### src/rtl/fc_pkg.sv
// Shared definitions for the fc classifier stage: default geometry and the
// argmax controller state encoding.
package fc_pkg;

    localparam int FC_N_CLASS = 10;
    localparam int FC_SCORE_W = 32;
    localparam int FC_IDX_W   = 4;

    typedef enum logic [1:0] {
        ST_IDLE = 2'd0,
        ST_SCAN = 2'd1,
        ST_DONE = 2'd2
    } argmax_state_t;

endpackage

### src/rtl/fc_argmax.sv
// Final CNN stage: captures one score per class and scans them serially,
// one signed compare per cycle, reporting the first index holding the maximum.
//
//   state | meaning
//   IDLE  | waiting for a score set on ivalid
//   SCAN  | comparing sc[idx] against the running best, one class per cycle
//   DONE  | ovalid pulse; a new set may be accepted in this same cycle
module fc_argmax
    import fc_pkg::*;
#(
    parameter int N_CLASS = FC_N_CLASS,
    parameter int SCORE_W = FC_SCORE_W,
    parameter int IDX_W   = FC_IDX_W
) (
    input  logic                        clk,
    input  logic                        rstn,
    input  logic                        ivalid,
    input  logic [N_CLASS*SCORE_W-1:0]  din,
    output logic                        ovalid,
    output logic [IDX_W-1:0]            class_id,
    output logic signed [SCORE_W-1:0]   max_score,
    output logic                        busy,
    output logic                        overrun
);

    localparam logic [IDX_W-1:0] LAST_IDX = IDX_W'(N_CLASS - 1);

    argmax_state_t state, state_nxt;

    logic signed [SCORE_W-1:0] sc [N_CLASS];
    logic signed [SCORE_W-1:0] best;
    logic signed [SCORE_W-1:0] cur;
    logic [IDX_W-1:0]          best_idx;
    logic [IDX_W-1:0]          idx;
    logic                      accept;
    logic                      idx_bad;
    logic                      last;
    logic                      take;

    // DONE accepts like IDLE so back-to-back sets lose no cycle.
    assign accept  = ivalid && (state == ST_IDLE || state == ST_DONE);
    assign idx_bad = (idx > LAST_IDX);
    assign last    = (idx == LAST_IDX);

    always_comb begin
        cur = '0;
        for (int k = 0; k < N_CLASS; k++) begin
            if (idx == IDX_W'(k)) begin
                cur = sc[k];
            end
        end
    end

    // Strict compare keeps the lowest index on ties.
    assign take = (cur > best);

    always_comb begin
        state_nxt = state;
        case (state)
            ST_IDLE: begin
                if (ivalid) begin
                    state_nxt = ST_SCAN;
                end
            end
            ST_SCAN: begin
                if (idx_bad) begin
                    state_nxt = ST_IDLE;
                end else if (last) begin
                    state_nxt = ST_DONE;
                end
            end
            ST_DONE: begin
                state_nxt = ivalid ? ST_SCAN : ST_IDLE;
            end
            default: begin
                state_nxt = ST_IDLE;
            end
        endcase
    end

    always_ff @(posedge clk or negedge rstn) begin
        if (!rstn) begin
            state <= ST_IDLE;
        end else begin
            state <= state_nxt;
        end
    end

    // Score buffer is deliberately left out of reset; it is always loaded before use.
    always_ff @(posedge clk) begin
        if (accept) begin
            for (int k = 0; k < N_CLASS; k++) begin
                sc[k] <= din[k*SCORE_W +: SCORE_W];
            end
        end
    end

    always_ff @(posedge clk or negedge rstn) begin
        if (!rstn) begin
            best      <= '0;
            best_idx  <= '0;
            idx       <= '0;
            class_id  <= '0;
            max_score <= '0;
            overrun   <= 1'b0;
        end else begin
            overrun <= ivalid && (state == ST_SCAN);
            if (accept) begin
                best     <= din[SCORE_W-1:0];
                best_idx <= '0;
                idx      <= IDX_W'(1);
            end else if (state == ST_SCAN && !idx_bad) begin
                if (take) begin
                    best     <= cur;
                    best_idx <= idx;
                end
                idx <= idx + IDX_W'(1);
                if (last) begin
                    class_id  <= take ? idx : best_idx;
                    max_score <= take ? cur : best;
                end
            end
        end
    end

    assign ovalid = (state == ST_DONE);
    assign busy   = (state == ST_SCAN);

endmodule

### config.mk
export PLATFORM = sky130hd
export DESIGN_NAME = fc_argmax
export DESIGN_NICKNAME = d
export VERILOG_FILES = /design/src/rtl/fc_pkg.sv /design/src/rtl/fc_argmax.sv
export SDC_FILE = /design/constraint.sdc
export NUM_CORES = 1
export LEC_CHECK = 0
export CORE_UTILIZATION = 46
export CTS_CLUSTER_SIZE = 14
export DETAILED_ROUTE_END_ITERATION = 10
export PLACE_DENSITY_LB_ADDON = 0.15
export SLEW_MARGIN = 40
export SYNTH_ARGS = -nofsm -noshare
export SYNTH_HDL_FRONTEND = slang
export SYNTH_SLANG_ARGS = --single-unit
### constraint.sdc
create_clock -name clk -period 10.45 [get_ports clk]
set_clock_uncertainty 0.15 [all_clocks]
set_input_delay 2.09 -clock clk [delete_from_list [all_inputs] [get_ports clk]]
set_output_delay 2.09 -clock clk [all_outputs]
set_load 0.02 [all_outputs]
* Word level (Yosys, flattened, before mapping)
Memories as Yosys holds them, arrays and structs flattened. Cells that the tools add are included. Widths: inputs -> output; s select.
Storage, ports and cells: bits of input ports 323, flip-flop bits (word level) 79, output and inout port bits 39, bits in writable memories 320, memories kept 1
Memory list:
- sc | depth 10, bits a word 32, rd ports 10, clocked after Yosys merged registers in 0, write ports 10, RTL line fc_argmax.sv:30 | logic signed [SCORE_W-1:0] sc [N_CLASS];
Cells by class: reduce and logical (&&, ||, !) cells 10, multiplexer cells 25, bitwise operators 1, equality and inequality tests 13, add/subtract/negate cells 1, $lt $le $gt $ge 2
Operators with widths (number):
- $mux 32 | 13
- $gt 32x32->1 | 1
- $mux 4 | 5
- $eq 4x3->1 const B | 4
- $eq 4x2->1 const B | 2
- $eq 4x4->1 const B | 2
- $mux 2 | 3
- $pmux 2 s3 | 1
- $add 4x1->4 const B | 1
- $eq 4x1->1 const B | 1
- $gt 4x4->1 const B | 1
- $logic_not 4->1 | 1
- $logic_and 1x1->1 | 3
- $mux 1 | 3
- $ne 3x1->1 const B | 1
- $reduce_and 3->1 | 1
- $eq 2x1->1 const B | 1
- $eq 2x2->1 const B | 1
- $logic_not 2->1 | 1
- $ne 2x2->1 const B | 1
- $reduce_and 2->1 | 1
- $reduce_bool 2->1 | 1
- $logic_not 1->1 | 1
- $logic_or 1x1->1 | 1
- $not 1->1 | 1

* Logic depth before layout (Yosys ltp)
depth in word-level cells 15, mapped depth 20

* Least setup slack after synthesis
Ideal clock, no wire load.
path type input -> register, from input port ivalid, to register best[26], stages on the path 6, data arrival time 12188 ps, data required time 10234 ps, slack -1954 ps, setup time 66 ps, path through nand2b_1 inv_1 clkbuf_1 clkbuf_1 and2_1 a221o_1
Between the ends: longest elaborated chain between the ends 2
Ends and longest elaborated chain:
- from (decl) | RTL line fc_argmax.sv:17 | input logic ivalid,
- $logic_and 1x1->1 * | RTL line fc_argmax.sv:41 | assign accept = ivalid && (state == ST_IDLE || state == ST_DONE);
- net accept | RTL line fc_argmax.sv:35 | logic accept;
- $mux 32 / $reduce_bool 2->1 (equally long branches)
- to (signal assigned) | RTL line fc_argmax.sv:109 | best <= din[SCORE_W-1:0];
- to (signal assigned) | RTL line fc_argmax.sv:114 | best <= cur;
- to (decl) | RTL line fc_argmax.sv:31 | logic signed [SCORE_W-1:0] best;
Mark *: on every way through the listed nets, which the timed path passes. The rest lies on a longest branch. A chain may end at the register's enable or synchronous reset.

* Worst setup path in the final report
from register idx[0], to register best_idx[0]
Between the ends: longest elaborated chain between the ends 15
Ends and longest elaborated chain:
- from (decl) | RTL line fc_argmax.sv:34 | logic [IDX_W-1:0] idx;
- from (signal assigned) | RTL line fc_argmax.sv:117 | idx <= idx + IDX_W'(1);
- $logic_not 4->1 | RTL line fc_argmax.sv:48 | if (idx == IDX_W'(k)) begin
- $mux 32 (10 in a row) | RTL line fc_argmax.sv:48
- $gt 32x32->1 | RTL line fc_argmax.sv:55 | assign take = (cur > best);
- $mux 4 | RTL line fc_argmax.sv:113 | if (take) begin
- $mux 4 | RTL line fc_argmax.sv:112 | end else if (state == ST_SCAN && !idx_bad) begin
- $mux 4 | RTL line fc_argmax.sv:108 | if (accept) begin
- to (signal assigned) | RTL line fc_argmax.sv:115 | best_idx <= idx;
- to (decl) | RTL line fc_argmax.sv:33 | logic [IDX_W-1:0] best_idx;
Parallel ways exist; a longest one is shown, timed or not. The select of a mux whose other input is x is not followed.

==> impl_metrics.py <==
metrics = {
    "clocking": {
        "inserted_clock_buffers": 43,
        "cts_root_buf": "clkbuf_16",
        "clk_pin_slew_ns": 0.06,
        "cts_resized": 0,
        "cts_tree": "yes",
        "clk_latency_ns": 0.55,
        "cts_post_setup_buffers_inserted": 0,
        "ctsLongestPathBuffers": 3,
        "postCtsHoldBufs": 0,
        "cts_h_tree_lvls": 2,
        "clkSinkCount": 399,
    },
    "timing": {
        "fin_crit_sh": 0.613,
        "finalSetupViolations": 0,
        "holdWs_ns": 0.353,
        "tns_ns": 0,
        "tightest_slew_ns": 0.906,
        "timing.slew.headroom": 0.396,
        "rsz0062_at_grt": "false",
        "timing_max_transition_violations_final": 0,
        "max_freq_mhz": 156,
        "hold_viol_final": 0,
        "final.min_clock_period_ns": 6.40,
    },
    "global_route": {
        "grt.met2_usage": 0.424,
        "grt_antenna_before_repair": 2,
        "grt_first_pass_wirelength_microns": 72300,
        "globalRouteMet1Util": 0.364,
        "via_count_of_the_first_global_routing_pass": 12000,
        "grt-ovfl-total": 0,
        "met3_global_route_usage": 0.0614,
        "gr-usage-all-layers": 0.267,
        "pin_count_of_the_biggest_net_entering_global_routing": 147,
        "grt-busiest-layer": "met2",
    },
    "synth": {
        "synth_top_flop_cell": "edfxtp_1",
        "synth_seq_area_share": 0.698,
        "post_synth_num_cell_types": 53,
        "postSynthRegisterBits": 399,
        "yosys_warnings": 0,
        "synth-edff-count": 320,
        "synthesis.area_sq_mm": 0.0166,
        "asyncSetResetFlopFracSynth": 0.198,
        "syn-mean-instance-area_sq_um": 13.5,
        "syn_inst": 1228,
        "mappedNetlistNets": 1588,
    },
    "worst_setup_path": {
        "crit_path_max_incr_delay_ns": 0.74,
        "setup.worst_path.start_class": "register",
        "critical_path_required_ns": 10.77,
        "worst-endpoint-arrival_ns": 6.73,
        "worstSetupPathType": "reg -> reg",
        "timing.critical_path.cells": "inv_1, ha_2, buf_4, nand3b_1, nand2_2, a211oi_1, o21ai_0, ha_1, a21oi_1, nor2_1, a211oi_1, o21ai_1, a21bo_2, nor3_4, buf_4, mux2i_1",
        "critical_path.endpoint_type": "register",
        "path_buf_inv": 3,
        "critPathTopFamily": "simple AND/OR/NAND/NOR gates",
        "cpMaxStageDelayCell": "nand2_2",
        "critical_path_peak_fanout": 46,
    },
    "routing": {
        "wl_microns": 49500,
        "viasPerCell": 5.75,
        "drt_drc_violations_left": 0,
        "routed_wire_length_per_instance_microns": 24.0,
        "first_iter_violations": 1192,
        "routed-via-count": 11900,
        "detailedRoute.firstPassIterationCount": 5,
        "antenna_violating_nets_post_route": 0,
    },
    "die": {
        "fp.dieW_microns": 192,
        "num_io_pins": 362,
        "design.die.area_sq_mm": 0.0368,
        "core.rowCount": 69,
        "die_height_microns": 192,
        "initial_standard_cell_utilization_of_the_core": 0.467,
        "placeableCoreArea_sq_mm": 0.0355,
    },
    "power_and_ir_drop": {
        "power_density_mw_per_mm2": 330,
        "power_leakage_nw": 7.81,
        "vdd_ir_drop_max_v": 0.000515,
    },
    "layout": {
        "most-common-layout-cells": "clkdlybuf4s50_1, edfxtp_1, o21ai_0",
        "drive_above_1_share": 0.0655,
        "nets": 1928,
        "syn_to_final_growth_pct": 33.0,
        "final_common_cell": "clkdlybuf4s50_1",
        "finalNonFillerCells": 2066,
    },
    "flow_run": {
        "maxCapViolations": 0,
    },
    "run_status": {
        "result_of_the_run": "complete, no violations",
    },
    "worst_hold_path": {
        "hold_path.class": "reg -> reg",
    },
    "place": {
        "place.detailed.instances": 1983,
        "buffer_ports.inserted": 361,
        "dp.final_hpwl_microns": 33700,
        "finalWeightedCongestion": 0.835,
    },
}
[registers in the layout, summed over array words and instances, names as in the netlist]
name and cells:
sc 320, idx 4, state 2, class_id 4, max_score 32, best_idx 4
best 32, overrun 1
[area by class of cell]
| class | instances | area (sq um) |
|---|---|---|
| Timing Repair Buffer | 380 | 3790 |
| Antenna cell | 3 | 7.51 |
| Tap cell | 461 | 577 |
| Sequential cell | 399 | 11600 |
| Clock buffer | 57 | 1160 |
| Inverter | 38 | 155 |
| Fill cell | 2811 | 13400 |
| Multi-Input combinational cell | 706 | 4550 |
| Clock inverter | 22 | 249 |
[cells by family (layout without fill, tap and decap cells)]
| kind of cell | after synthesis | after routing | synth area share |
|---|---|---|---|
| other cells | 0 | 3 | 0 |
| mux | 2 | 2 | 0.00121 |
| compound gates | 431 | 431 | 0.169 |
| simple gates | 235 | 235 | 0.0717 |
| fa+ha+maj | 37 | 37 | 0.0279 |
| flops | 399 | 399 | 0.698 |
| xor+xnor | 1 | 1 | 0.000528 |
| buf+inv | 123 | 497 | 0.0306 |
[synthesized netlist by cell type (all sizes together), types with 36 or more instances]
cell type | number | area, sq um
nor2 | 65 | 244
and2 | 37 | 231
a21oi | 84 | 424
a22oi | 52 | 390
edfxtp | 320 | 9610
inv | 38 | 143
dfrtp | 79 | 1980
ha | 37 | 463
a221o | 36 | 360
nand2 | 64 | 240
o21ai | 118 | 591
clkbuf | 70 | 263
[metrics by stage]
stage / util / worst slack [ns] / area (sq um) / power (mW)
after floorplan: - / 3.03 / 16600 / 4.57
after global placement: 0.579 / 3.87 / 20600 / 5.56
after detailed placement: 0.581 / 4.07 / 20600 / 5.71
after CTS: 0.621 / 4.04 / 22000 / 7.25
after global routing: 0.622 / 3.59 / 22100 / 7.68
final: 0.622 / 4.05 / 22100 / 7.27
[path summary, 6_finish.rpt]
| kind | from | to | slack [ns] | cells after the start |
|---|---|---|---|---|
| worst max register to register | idx[0]$_DFFE_PN0P_ | best_idx[0]$_DFFE_PN0P_ | 4.05 | 16 |
| worst min-delay path | class_id[2]$_DFFE_PN0P_ | class_id[2]$_DFFE_PN0P_ | 0.35 | 2 |
| min in group asynchronous | rstn | overrun$_DFF_PN0_ | 1.43 | 1 |
| max in group asynchronous | rstn | max_score[15]$_DFFE_PN0P_ | 8.24 | 1 |
| worst min register to register | class_id[2]$_DFFE_PN0P_ | class_id[2]$_DFFE_PN0P_ | 0.35 | 2 |
| worst max-delay path | idx[0]$_DFFE_PN0P_ | best_idx[0]$_DFFE_PN0P_ | 4.05 | 16 |
[tightest hold or removal path, cell delays in order (launching register included)]
cell and delay (ns):
dfrtp_1 0.35, nand2_1 0.05, o21ai_0 0.07
[power breakdown]
part / internal, mW / switching [mW]
Combinational: 1.22 / 2.19
Sequential: 2.15 / 0.190
Clock: 0.907 / 0.620
[layer usage]
metal	vias up	routed length, microns
met5	-	0
met4	0	1220
met3	78	4180
met2	516	23400
met1	5825	20700
li1	5458	-
(Power assumes the default switching activity.)
==> RTL edit (config.mk and constraints unchanged) <==
The package constant `FC_N_CLASS` goes from 10 to 11.
--- a/src/rtl/fc_pkg.sv
+++ b/src/rtl/fc_pkg.sv
@@ -3,5 +3,5 @@
 package fc_pkg;
 
-    localparam int FC_N_CLASS = 10;
+    localparam int FC_N_CLASS = 11;
     localparam int FC_SCORE_W = 32;
     localparam int FC_IDX_W   = 4;
Interface: changed (resized din); port bits go from 362 to 394. The function was not compared with the original's and may differ.
==> RTL edit against the original RTL <==
  * Combinational power increased by 9.1%
  * Wire length increased by 15%
  * Worst setup slack got worse by 0.36 ns
  * Utilization increased by 0.30 points
  * Sequential cell count increased by 32
  * Final area increased by 9.4%
  * Total power increased by 8.7%
  * Synthesized area increased by 8.6%
  * Largest power group unchanged
==> RTL edit: results (changes against the original RTL) <==
- Result of the run: finished, final reports clean
- Class of the most critical hold timing path: flop to flop
- Quantity of I/O buffers inserted on ports: 393 (+8.9%)
- Average wire length per cell after detail routing: 25.4 um (+6.1%)
- Synth Net Count: 1,699 (+7.0%)
- Top sig layer: met5
- Distinct cell type count after synthesis: 49 (-7.5%)
- WL met3: 5510 um (+32%)
- Number of buffers inserted by post-CTS setup repair: 0 (unchanged)
- Leakage power figure: 8.39 nW (+7.4%)
- Largest stage delay on the critical path: 0.73 ns
- Maximum number of pins on one net before global-route repair: 175 (+19%)
- Total of fill cells in the finished design: 2,908 (+3.5%)
- Final Max Tran Viols: 0 (unchanged)
- Clock transition at the registers of the reported paths: 0.07 ns
- Leading registers by flop count: sc: 352 flops, best: 32 flops, max_score: 32 flops
- Top cells by count, synth: sky130_fd_sc_hd__edfxtp_1, sky130_fd_sc_hd__o21ai_0, sky130_fd_sc_hd__clkbuf_1, sky130_fd_sc_hd__dfrtp_1, sky130_fd_sc_hd__nand2_1
- Cts repair resizes: 0 (unchanged)
- Relative slew slack: 45.3% (+5.7 points)
- GRT overflow: 0 (unchanged)
- Area share of the largest cell type after synthesis: 58.7% (+0.77 points)
- First-pass GRT wire length: 81,100 um (+12%)
- Arrival time of data at the critical path endpoint: 7.12 ns (+0.39 ns)
- Hold-critical path depth: 2 (unchanged)
- Half-perimeter wire length after detailed placement: 39,000 um (+16%)
- Gpl congestion: 0.872 (+4.3%)
- Worst reg2reg path depth: 16 (unchanged)
- Synth top area cells: sky130_fd_sc_hd__edfxtp_1, sky130_fd_sc_hd__dfrtp_1, sky130_fd_sc_hd__o21ai_0
- Final Hold Vio Count: 0 (unchanged)
- Vias: 13.5k (+13%)
- Total Routing Usage GR: 28.1% (+1.4 points)
- Clock root buffer master: sky130_fd_sc_hd__clkbuf_16
- Length of routed met2 wiring: 26,000 um (+11%)
- Post-synth ARST share: 18.3% (-1.5 points)
- Number of enable flip-flop cells after synthesis: 352 (+10%)
- Share of layout cells above drive strength 1: 6.96% (+0.40 points)
- Standard cell with the maximum stage delay on the critical path: sky130_fd_sc_hd__nor2b_1
- Ys Warns: 0 (unchanged)
- Detailed-route wire length on metal 1: 22,900 um (+10%)
- Number of DRC markers in iteration 0: 1,387 (+16%)
- Clock Tree Buf Depth: 3 (unchanged)
- Maximum vdd drop: 0.000264 V (-49%)
- Final net count: 2,065 (+7.1%)
- Initial antenna violation count: 6 (+4)
- Number of buffers added by the clock tree synthesis step: 46 (+7.0%)
- Pre-antenna DRT Iters: 5 (unchanged)
- Clock network latency to the later pin of the worst-skew pair: 0.58 ns (+0.03 ns)
- Biggest fanout along the worst timing path: 36 (-22%)
- CP delay by family, top: simple AND/OR/NAND/NOR gates
- Clock H-tree levels: 2 (unchanged)
- Share of synthesized area occupied by flip-flops and latches: 69.7% (-0.17 points)
==> RTL edit: changes by cell type after synthesis, moves of 20 or more <==
| cell | delta |
|---|---|
| sky130_fd_sc_hd__a211oi_1 | -23 |
| sky130_fd_sc_hd__a21oi_1 | -41 |
| sky130_fd_sc_hd__a221o_1 | +27 |
| sky130_fd_sc_hd__and3_1 | +31 |
| sky130_fd_sc_hd__o2111ai_1 | +31 |
| sky130_fd_sc_hd__o21ai_0 | +21 |
| sky130_fd_sc_hd__o211ai_1 | -20 |
| sky130_fd_sc_hd__a41oi_1 | +32 |
| sky130_fd_sc_hd__edfxtp_1 | +32 |
| sky130_fd_sc_hd__a31oi_1 | -29 |
| sky130_fd_sc_hd__a221oi_1 | +28 |
==> RTL edit: area by class of cell <==
class	instances	area, um2	area share, %
Antenna cell	2	5.00	0.0207
Inverter	40	150	0.622
Multi-Input combinational cell	736	5010	20.7
Sequential cell	431	12500	52.0
Clock buffer	57	1240	5.15
Tap cell	518	648	2.68
Timing Repair Buffer	419	4270	17.7
Clock inverter	27	285	1.18
==> RTL edit: metal layers <==
layer	global-route usage, %	vias up
met2	43.7	711
met5	0	-
met1	38.0	6659
li1	-	5963
met4	11.8	8
met3	6.62	131
==> RTL edit: power breakdown <==
| part | switching [mW] | leakage, nW | internal [mW] |
|---|---|---|---|
| clock | 0.687 | 0.753 | 0.991 |
| combinational | 2.33 | 3.39 | 1.38 |
| sequential | 0.201 | 4.24 | 2.31 |
==> RTL edit: final timing paths <==
kind                                  start      endpoint  slack [ns]
worst max register to register       idx[2]      best[30]        3.69
worst max-delay path                 idx[2]      best[30]        3.69
min in group asynchronous              rstn  max_score[0]        1.20
max in group asynchronous              rstn      best[20]        8.37
worst min register to register  class_id[2]   class_id[2]        0.33
worst min-delay path            class_id[2]   class_id[2]        0.33
==> RTL edit: stage by stage <==
| step | instances | worst slack [ns] | area, um2 | hold slack (ns) |
|---|---|---|---|---|
| after floorplan | 1308 | 2.59 | 18000 | 0.337 |
| after global placement | 2137 | 3.93 | 22400 | 0.331 |
| after detailed placement | 2141 | 3.95 | 22500 | 0.321 |
| after CTS | 2225 | 3.88 | 24100 | 0.335 |
| after global routing | 2230 | 3.36 | 24200 | 0.351 |
| final | 2230 | 3.69 | 24200 | 0.326 |
==> RTL edit: kinds of logic (layout without fill, tap and decap cells) <==
group | after synthesis | after routing | share of synthesized area [%]
AO/OA/AOI/OAI | 459 | 459 | 18.0
flip-flops | 431 | 431 | 69.7
AND/OR/NAND/NOR | 240 | 240 | 6.63
buffers and inverters | 141 | 543 | 3.13
adder cells (fa/ha/maj) | 36 | 36 | 2.50
XOR/XNOR | 1 | 1 | 0.0487
other | 0 | 2 | 0
